File: src/rtl/pipe_pkg.sv
// Shared pipeline definitions: opcodes, hazard FSM states, reset PC and
// the per-opcode register-use decode.
package pipe_pkg;

  localparam logic [6:0] OP_RTYPE  = 7'b0110011;
  localparam logic [6:0] OP_IALU   = 7'b0010011;
  localparam logic [6:0] OP_LOAD   = 7'b0000011;
  localparam logic [6:0] OP_JALR   = 7'b1100111;
  localparam logic [6:0] OP_STORE  = 7'b0100011;
  localparam logic [6:0] OP_BRANCH = 7'b1100011;
  localparam logic [6:0] OP_LUI    = 7'b0110111;
  localparam logic [6:0] OP_AUIPC  = 7'b0010111;
  localparam logic [6:0] OP_JAL    = 7'b1101111;

  // Fetch restarts here; instruction_decode uses the same value.
  localparam logic [31:0] RESET_PC = 32'h00400000;

  typedef enum logic {
    RUN   = 1'b0,
    FLUSH = 1'b1
  } state_t;

  // Which register fields an opcode actually reads or writes.
  typedef struct packed {
    logic rs1;
    logic rs2;
    logic rd;
  } use_t;

  function automatic use_t decode_use(input logic [6:0] opcode);
    use_t u;
    u = '0;
    case (opcode)
      OP_RTYPE: begin
        u.rs1 = 1'b1;
        u.rs2 = 1'b1;
        u.rd  = 1'b1;
      end
      OP_IALU, OP_LOAD, OP_JALR: begin
        u.rs1 = 1'b1;
        u.rd  = 1'b1;
      end
      OP_STORE, OP_BRANCH: begin
        u.rs1 = 1'b1;
        u.rs2 = 1'b1;
      end
      OP_LUI, OP_AUIPC, OP_JAL: begin
        u.rd = 1'b1;
      end
      default: u = '0;  // unknown opcodes touch no registers
    endcase
    return u;
  endfunction

endpackage

File: src/rtl/hazard_scoreboard.sv
// Destination-register scoreboard: a DEPTH-entry shift register of
// {valid, rd} for instructions past decode, plus the busy-register mask.
module hazard_scoreboard
  import pipe_pkg::*;
#(
  parameter int DEPTH = 3
) (
  input  logic        clock,
  input  logic        reset,
  input  logic        load,
  input  logic [4:0]  rd,
  output logic [31:0] busy_mask
);

  logic       valid_reg [DEPTH];
  logic [4:0] rd_reg    [DEPTH];
  logic [31:0] onehot   [DEPTH];

  // Shift every cycle; entry 0 takes the issued destination or a bubble.
  always_ff @(posedge clock) begin
    if (!reset) begin
      for (int i = 0; i < DEPTH; i++) begin
        valid_reg[i] <= 1'b0;
        rd_reg[i]    <= 5'd0;
      end
    end else begin
      for (int i = DEPTH - 1; i > 0; i--) begin
        valid_reg[i] <= valid_reg[i-1];
        rd_reg[i]    <= rd_reg[i-1];
      end
      if (load && rd != 5'd0) begin
        valid_reg[0] <= 1'b1;
        rd_reg[0]    <= rd;
      end else begin
        valid_reg[0] <= 1'b0;
        rd_reg[0]    <= 5'd0;
      end
    end
  end

  genvar gi;
  generate
    for (gi = 0; gi < DEPTH; gi++) begin : g_onehot
      assign onehot[gi] = valid_reg[gi] ? (32'd1 << rd_reg[gi]) : 32'd0;
    end
  endgenerate

  // Merge the per-entry one-hot decodes into the busy mask.
  always_comb begin
    busy_mask = 32'd0;
    for (int i = 0; i < DEPTH; i++) begin
      busy_mask = busy_mask | onehot[i];
    end
  end

endmodule

File: src/rtl/hazard_controller.sv
// Decode-stage sequencer for the non-forwarding in-order pipeline:
// RAW stall detection, branch-redirect flush and a stall-cycle counter.
module hazard_controller
  import pipe_pkg::*;
#(
  parameter int DEPTH        = 3,
  parameter int FLUSH_CYCLES = 2
) (
  input  logic        clock,
  input  logic        reset,
  input  logic        id_valid,
  input  logic [6:0]  id_opcode,
  input  logic [4:0]  id_rs1,
  input  logic [4:0]  id_rs2,
  input  logic [4:0]  id_rd,
  input  logic        redirect,
  input  logic [31:0] redirect_pc,
  output logic        stall,
  output logic        succ,
  output logic        issue,
  output logic        pc_sel,
  output logic [31:0] pc_target,
  output logic [31:0] busy_mask,
  output logic [31:0] stall_count
);

  // Remaining flush cycles after the redirect cycle itself.
  localparam logic [2:0] FLUSH_RELOAD = 3'(FLUSH_CYCLES - 1);

  state_t      state_reg, state_next;
  logic [2:0]  fcnt_reg, fcnt_next;
  logic [31:0] stall_count_reg;
  logic [31:0] busy_raw;
  use_t        use_id;
  logic        hazard, sb_load;
  logic        stall_raw, issue_raw, succ_raw, pc_sel_raw;

  assign use_id = decode_use(id_opcode);

  assign hazard = id_valid &
                  ((use_id.rs1 & (id_rs1 != 5'd0) & busy_raw[id_rs1]) |
                   (use_id.rs2 & (id_rs2 != 5'd0) & busy_raw[id_rs2]));

  assign sb_load = issue & use_id.rd & (id_rd != 5'd0);

  hazard_scoreboard #(
    .DEPTH(DEPTH)
  ) u_scoreboard (
    .clock     (clock),
    .reset     (reset),
    .load      (sb_load),
    .rd        (id_rd),
    .busy_mask (busy_raw)
  );

  // State and flush counter registers.
  always_ff @(posedge clock) begin
    if (!reset) begin
      state_reg <= RUN;
      fcnt_reg  <= 3'd0;
    end else begin
      state_reg <= state_next;
      fcnt_reg  <= fcnt_next;
    end
  end

  // Next state and raw outputs; redirect beats flush beats hazard beats issue.
  always_comb begin
    state_next = state_reg;
    fcnt_next  = fcnt_reg;
    stall_raw  = 1'b0;
    issue_raw  = 1'b0;
    succ_raw   = 1'b0;
    pc_sel_raw = 1'b0;
    case (state_reg)
      RUN: begin
        if (redirect) begin
          succ_raw   = 1'b1;
          pc_sel_raw = 1'b1;
          if (FLUSH_CYCLES > 1) begin
            state_next = FLUSH;
            fcnt_next  = FLUSH_RELOAD;
          end
        end else if (hazard) begin
          stall_raw = 1'b1;
        end else begin
          issue_raw = id_valid;
        end
      end
      FLUSH: begin
        succ_raw = 1'b1;
        if (redirect) begin
          pc_sel_raw = 1'b1;
          fcnt_next  = FLUSH_RELOAD;
        end else if (fcnt_reg <= 3'd1) begin
          state_next = RUN;
          fcnt_next  = 3'd0;
        end else begin
          fcnt_next = fcnt_reg - 3'd1;
        end
      end
      default: begin
        state_next = RUN;
        fcnt_next  = 3'd0;
      end
    endcase
  end

  // Saturating count of stalled cycles.
  always_ff @(posedge clock) begin
    if (!reset) begin
      stall_count_reg <= 32'd0;
    end else if (stall && stall_count_reg != 32'hFFFFFFFF) begin
      stall_count_reg <= stall_count_reg + 32'd1;
    end
  end

  // Everything visible is held at zero while reset is low.
  assign stall       = reset & stall_raw;
  assign issue       = reset & issue_raw;
  assign succ        = reset & succ_raw;
  assign pc_sel      = reset & pc_sel_raw;
  assign pc_target   = pc_sel ? redirect_pc : 32'd0;
  assign busy_mask   = reset ? busy_raw : 32'd0;
  assign stall_count = stall_count_reg;

endmodule

File: config.mk
export PLATFORM = sky130hd
export DESIGN_NAME = hazard_controller
export DESIGN_NICKNAME = d
export VERILOG_FILES = /design/src/rtl/pipe_pkg.sv /design/src/rtl/hazard_scoreboard.sv /design/src/rtl/hazard_controller.sv
export SDC_FILE = /design/constraint.sdc
export NUM_CORES = 1
export LEC_CHECK = 0
export CAP_MARGIN = 10
export CORE_ASPECT_RATIO = 0.5
export CORE_UTILIZATION = 50
export CTS_CLUSTER_SIZE = 24
export DETAILED_ROUTE_END_ITERATION = 16
export GPL_TIMING_DRIVEN = 0
export PLACE_DENSITY = 0.88
export SYNTH_ARGS = -nofsm -noshare
export SYNTH_HDL_FRONTEND = slang
export SYNTH_HIERARCHICAL = 1
export SYNTH_SLANG_ARGS = --single-unit
File: constraint.sdc
create_clock -name clock -period 4.3 [get_ports clock]
set_input_delay 0.645 -clock clock [delete_from_list [all_inputs] [get_ports clock]]
set_output_delay 0.645 -clock clock [all_outputs]
set_load 0.005 [all_outputs]
Word level (Yosys, flattened, before mapping)

Memories as Yosys holds them, arrays and structs flattened.
Cells that the tools add are included.

Register bits: 36
Memory bits (writable): 18
Memories kept: 2

Memories:

| memory                 | words | bits a word | read ports | clocked after Yosys merged registers in | wr ports | RTL line                | RTL |
|---|---|---|---|---|---|---|---|
| u_scoreboard.rd_reg    | 3     | 5           | 3          | 0                                       | 3        | hazard_scoreboard.sv:16 | `logic [4:0] rd_reg [DEPTH];` |
| u_scoreboard.valid_reg | 3     | 1           | 3          | 0                                       | 3        | hazard_scoreboard.sv:15 | `logic valid_reg [DEPTH];` |

Add/subtract/negate cells: 2
Order comparisons: 3
Eq/ne operators: 11
Shift operators: 3
Mux-type cells: 43
Bitwise operators: 23
Reductions and logical operators: 8

Operators by type and width:

| cell                                                           | number |
|---|---|
| 2-to-1 mux 32 bit                                              | 5 |
| left shift 1 x 5 -> 32 bit, first input constant               | 3 |
| bitwise OR 32 bit                                              | 2 |
| adder 32 x 1 -> 32 bit, second input constant                  | 1 |
| inequality test 32 bit, second input constant                  | 1 |
| 2-to-1 mux 1 bit                                               | 26 |
| equality test 7 x 6 -> 1 bit, second input constant            | 3 |
| equality test 7 bit, second input constant                     | 3 |
| 2-to-1 mux 5 bit                                               | 4 |
| nonzero test 5 bit                                             | 3 |
| equality test 7 x 5 -> 1 bit, second input constant            | 2 |
| < comparator 5 x 6 -> 1 bit, second input constant             | 2 |
| AND 1 bit                                                      | 11 |
| binary-select mux 1 bit (select 5 bit)                         | 2 |
| 2-to-1 mux 3 bit                                               | 3 |
| bitwise OR 1 bit                                               | 9 |
| equality test 7 x 2 -> 1 bit, second input constant            | 1 |
| OR reduction 7 bit                                             | 1 |
| one-hot mux 3 bit (2 select lines)                             | 1 |
| OR reduction 6 bit                                             | 1 |
| one-hot mux 1 bit (2 select lines)                             | 2 |
| less-or-equal comparator 3 x 1 -> 1 bit, second input constant | 1 |
| OR reduction 3 bit                                             | 1 |
| subtractor 3 x 1 -> 3 bit, second input constant               | 1 |
| 3 further kinds                                                | 4 |

Longest topological paths before layout

Depth after elaboration: 21
Mapped depth: 15
Depth with buffers taken out: 11

Hierarchy

Netlist, hierarchy kept.

Modules (own cells, without submodules):

| module            | instances | cells each | area an instance (um2) | seq. area each (um2) |
|---|---|---|---|---|
| hazard_controller | 1         | 383        | 2935.3                 | 720.7 |
| hazard_scoreboard | 1         | 194        | 1646.6                 | 540.5 |

Worst setup path after synthesis

No wires, ideal clock.

Path kind: reg-to-reg
Start point: memory u_scoreboard.rd_reg[1][4] (netlist: u_scoreboard/rd_reg[0][9])
End point: memory u_scoreboard.valid_reg[0][0], data pin
Data arrival time: 2.767 ns
Data required time: 4.154 ns
Path slack: 1.387 ns
Stages on the path, launching flop included: 11
Path buffers: 1
Period minus slack after synthesis: 2.913 ns
Path through: edfxtp_1 -> buf_6 -> and4b_2 -> a32oi_1 -> o31ai_1 -> mux4_2 -> o311ai_1 -> o22ai_4 -> nor4_1 -> nand2_1 -> a21oi_1

RTL lines:

| what            | RTL line |
|---|---|
| start, declared | hazard_scoreboard.sv:16 |
| end, declared   | hazard_scoreboard.sv:15 |

==> metrics.txt <==
outcome=finished, final reports clean; Peak Freq=248 MHz; starting density of the core=52.1%; die area=9570 sq um; Die Y=69.7 um; core region area=8800 sq um; critical path's top delay family=compound AO/OA/AOI/OAI gates; routed len/inst=16.7 um; initial antenna violation count=0; global-route wire length before repair=23700 um; post-CTS setup buffer count=0; largest net degree at the start of global routing=19; area of the mapped netlist=4580 sq um; number of DRC markers in iteration 0=498; GRT Resource Usage Total=31.1%; r2r worst-path depth=10; GPL Wtd Cong=0.991; WP data required=3.65 ns; Crit-path slowest cell=clkdlybuf4s50_1; CP startpoint=u_scoreboard/rd_reg[0][5]; Crit path depth=9; Seq/Total Area, Yosys=27.5%; Die X=137 um; Synth top area share=15.7%; endpoints failing setup=0; commonest register cell after synthesis=dfxtp_1; Power Internal=0.926 mW; R2R Path Start=u_scoreboard/rd_reg[0][5]; worst-case vdd ir drop=0.170 mV; DP HPWL=11200 um; Worst slew margin=47.6%; total wire length=14600 um; post-cts sizing count=0; main area contributors after synthesis=dfxtp_1 (16%), edfxtp_1 (12%), nand2_1 (7.4%), and2_1 (6.8%), mux2i_1 (6.1%); hold_buf cts=0; CTS Sinks=54; WP data arrival=3.38 ns; max cap viols=0; grt ovf=0; clk_skew=0.0116 ns; part of the cycle the worst path needs=93.6%; switch share=26.5%; max reg flops=32; Logic pwr share=20.0%; H-tree depth=2; synthesis-stage register bit count=54; Pleak=2.53 nW; Sw Pwr=0.333 mW; Seq pwr share=43.7%; Crit. End Element=primary output; routed vias=5103; setup_tns=0 ns; antenna fix cells=0; Avg Inst Size Synth=7.94 sq um; Async SR Flop Fraction=0%; Tot Pwr=1.26 mW; Num CTS Buffers=5; fillers=712; Site Rows=24; crit-path max cell delay=0.51 ns; drt pass-1 iters=5; PD cells=193 nW/um^2; Cell Chain, Critical Path=buf_4, and4bb_4, a32oi_1, nand2_1, mux4_2, o311ai_1, o22ai_4, nor2_1, clkdlybuf4s50_1; Final ANT Viol Nets=0; DRC=0; crit start category=flop; Area Growth Syn to Fin=42.1%; RSZ-0062 raised after global routing=false; clk slew on worst S/H paths=0.07 ns; Layout Nets=817; clock latency on the worst-skew pair=0.31 ns; FF/Latch Area=1260 sq um; worst r2r dst=u_scoreboard/valid_reg[0][0]; Vias/cell=5.84; Least-Margin Pin Slew=0.779 ns; HP Class=reg -> reg; Buffers on Ports=155; CTS tree=built; Hold Fails Final Rpt=0; cell count after synthesis=577; Synth area leader=dfxtp_1; reg2reg setup slack=0.71 ns; number of global-route vias before repair=4793; fin util=74.0%; CP endpoint=issue; post-synthesis cell type count=63; Synth warnings=6; layout cells sized above 1=6.47%; CTS max path bufs=2; Worst Path Max Fanout=10; clock power share=36.3%; CTS root buffer=clkbuf_16; final worst path period need=4.03 ns; Slew Limit Fails=0; Post-synth EDFFs=18; worst path bufs/invs=2; Top Ports=158; kind of critical path=reg -> out; area of the multi-input gates=3170 sq um
==> routing by layer <==
metal	track usage [%]	up-vias	part of all wire [%]
met5	0	-	0
met4	7.81	0	1.5
met3	3.80	20	6.6
met2	53.5	220	48
met1	41.0	2405	44
li1	-	2458	-
==> cells by family after synthesis <==
family                     after synthesis  share of synthesized area, %
DFF                                     54                          27.5
and+or+nand+nor                        343                          43.0
AOI/OAI and AO/OA                       93                          14.0
xor gates and xnor gates                 4                         0.765
other                                    1                        0.0818
muxes                                   34                          9.07
buffers and inverters                   45                          4.75
adders and majority gates                3                         0.819
==> synth_stat cells (9+ instances only) <==
master,count
dfxtp_1,36
buf_2,10
or4_1,10
and3_1,42
nor2b_1,17
or3_1,9
inv_1,9
mux2i_1,28
nor2_1,37
a21oi_1,23
edfxtp_1,18
and2_1,50
a32oi_1,9
nand3_1,25
a22oi_1,25
nand2b_1,15
nand2_1,90
o21ai_1,11
clkbuf_1,17
==> how the worst min path moves through the flow <==
stage	from	endpoint	slack [ns]	cells after the start
after global routing	fcnt_reg[1]	fcnt_reg[1]	0.51	2
after detailed placement	fcnt_reg[1]	fcnt_reg[1]	0.48	2
after floorplan	fcnt_reg[2]	fcnt_reg[2]	0.45	1
after CTS	fcnt_reg[1]	fcnt_reg[1]	0.49	2
after global placement	fcnt_reg[1]	fcnt_reg[1]	0.46	2
final	fcnt_reg[1]	fcnt_reg[1]	0.49	2
==> area by class of cell <==
class | instances | area share [%]
inverter | 9 | 0.519
clock inverter | 2 | 0.269
clock buffer | 6 | 2.31
timing repair buffer | 155 | 23.8
sequential | 54 | 19.4
multi-input combinational | 495 | 48.6
buffer | 36 | 2.82
tap | 117 | 2.25
==> power groups by stage <==
stage          Combinational [mW]  Clock, mW  Sequential (mW)
2_1_floorplan               0.124          0            0.558
3_3_place_gp                0.242          0            0.561
3_5_place_dp                0.247          0            0.562
4_1_cts                     0.249      0.461            0.550
5_1_grt                     0.272      0.478            0.552
6_report                    0.252      0.458            0.550
==> tightest hold or removal path, stage by stage, from the launching register on <==
cell      delay, ns
dfxtp_1        0.31
nand2b_1       0.07
a21oi_1        0.07
==> stage by stage <==
| stage | hold WS, ns | cell area, sq um | worst slack, ns | cells |
|---|---|---|---|---|
| 2_1_floorplan | 0.448 | 4650 | 1.39 | 594 |
| 3_5_place_dp | 0.483 | 6340 | 0.547 | 866 |
| 5_1_grt | 0.509 | 6510 | 0.122 | 874 |
| 3_3_place_gp | 0.460 | 6340 | 0.628 | 866 |
| 4_1_cts | 0.493 | 6510 | 0.294 | 874 |
| 6_report | 0.495 | 6510 | 0.275 | 874 |
==> layout by cell type, fill, tap and decap left out, types with 18 or more instances in the layout <==
master           instances
clkdlybuf4s50_1        155
nand2_1                 90
and2_1                  50
and3_1                  42
nor2_1                  37
dfxtp_1                 36
mux2i_1                 28
a22oi_1                 25
nand3_1                 25
a21oi_1                 23
edfxtp_1                18
conb_1                  18
No activity file was read; power rests on OpenSTA's default activity.
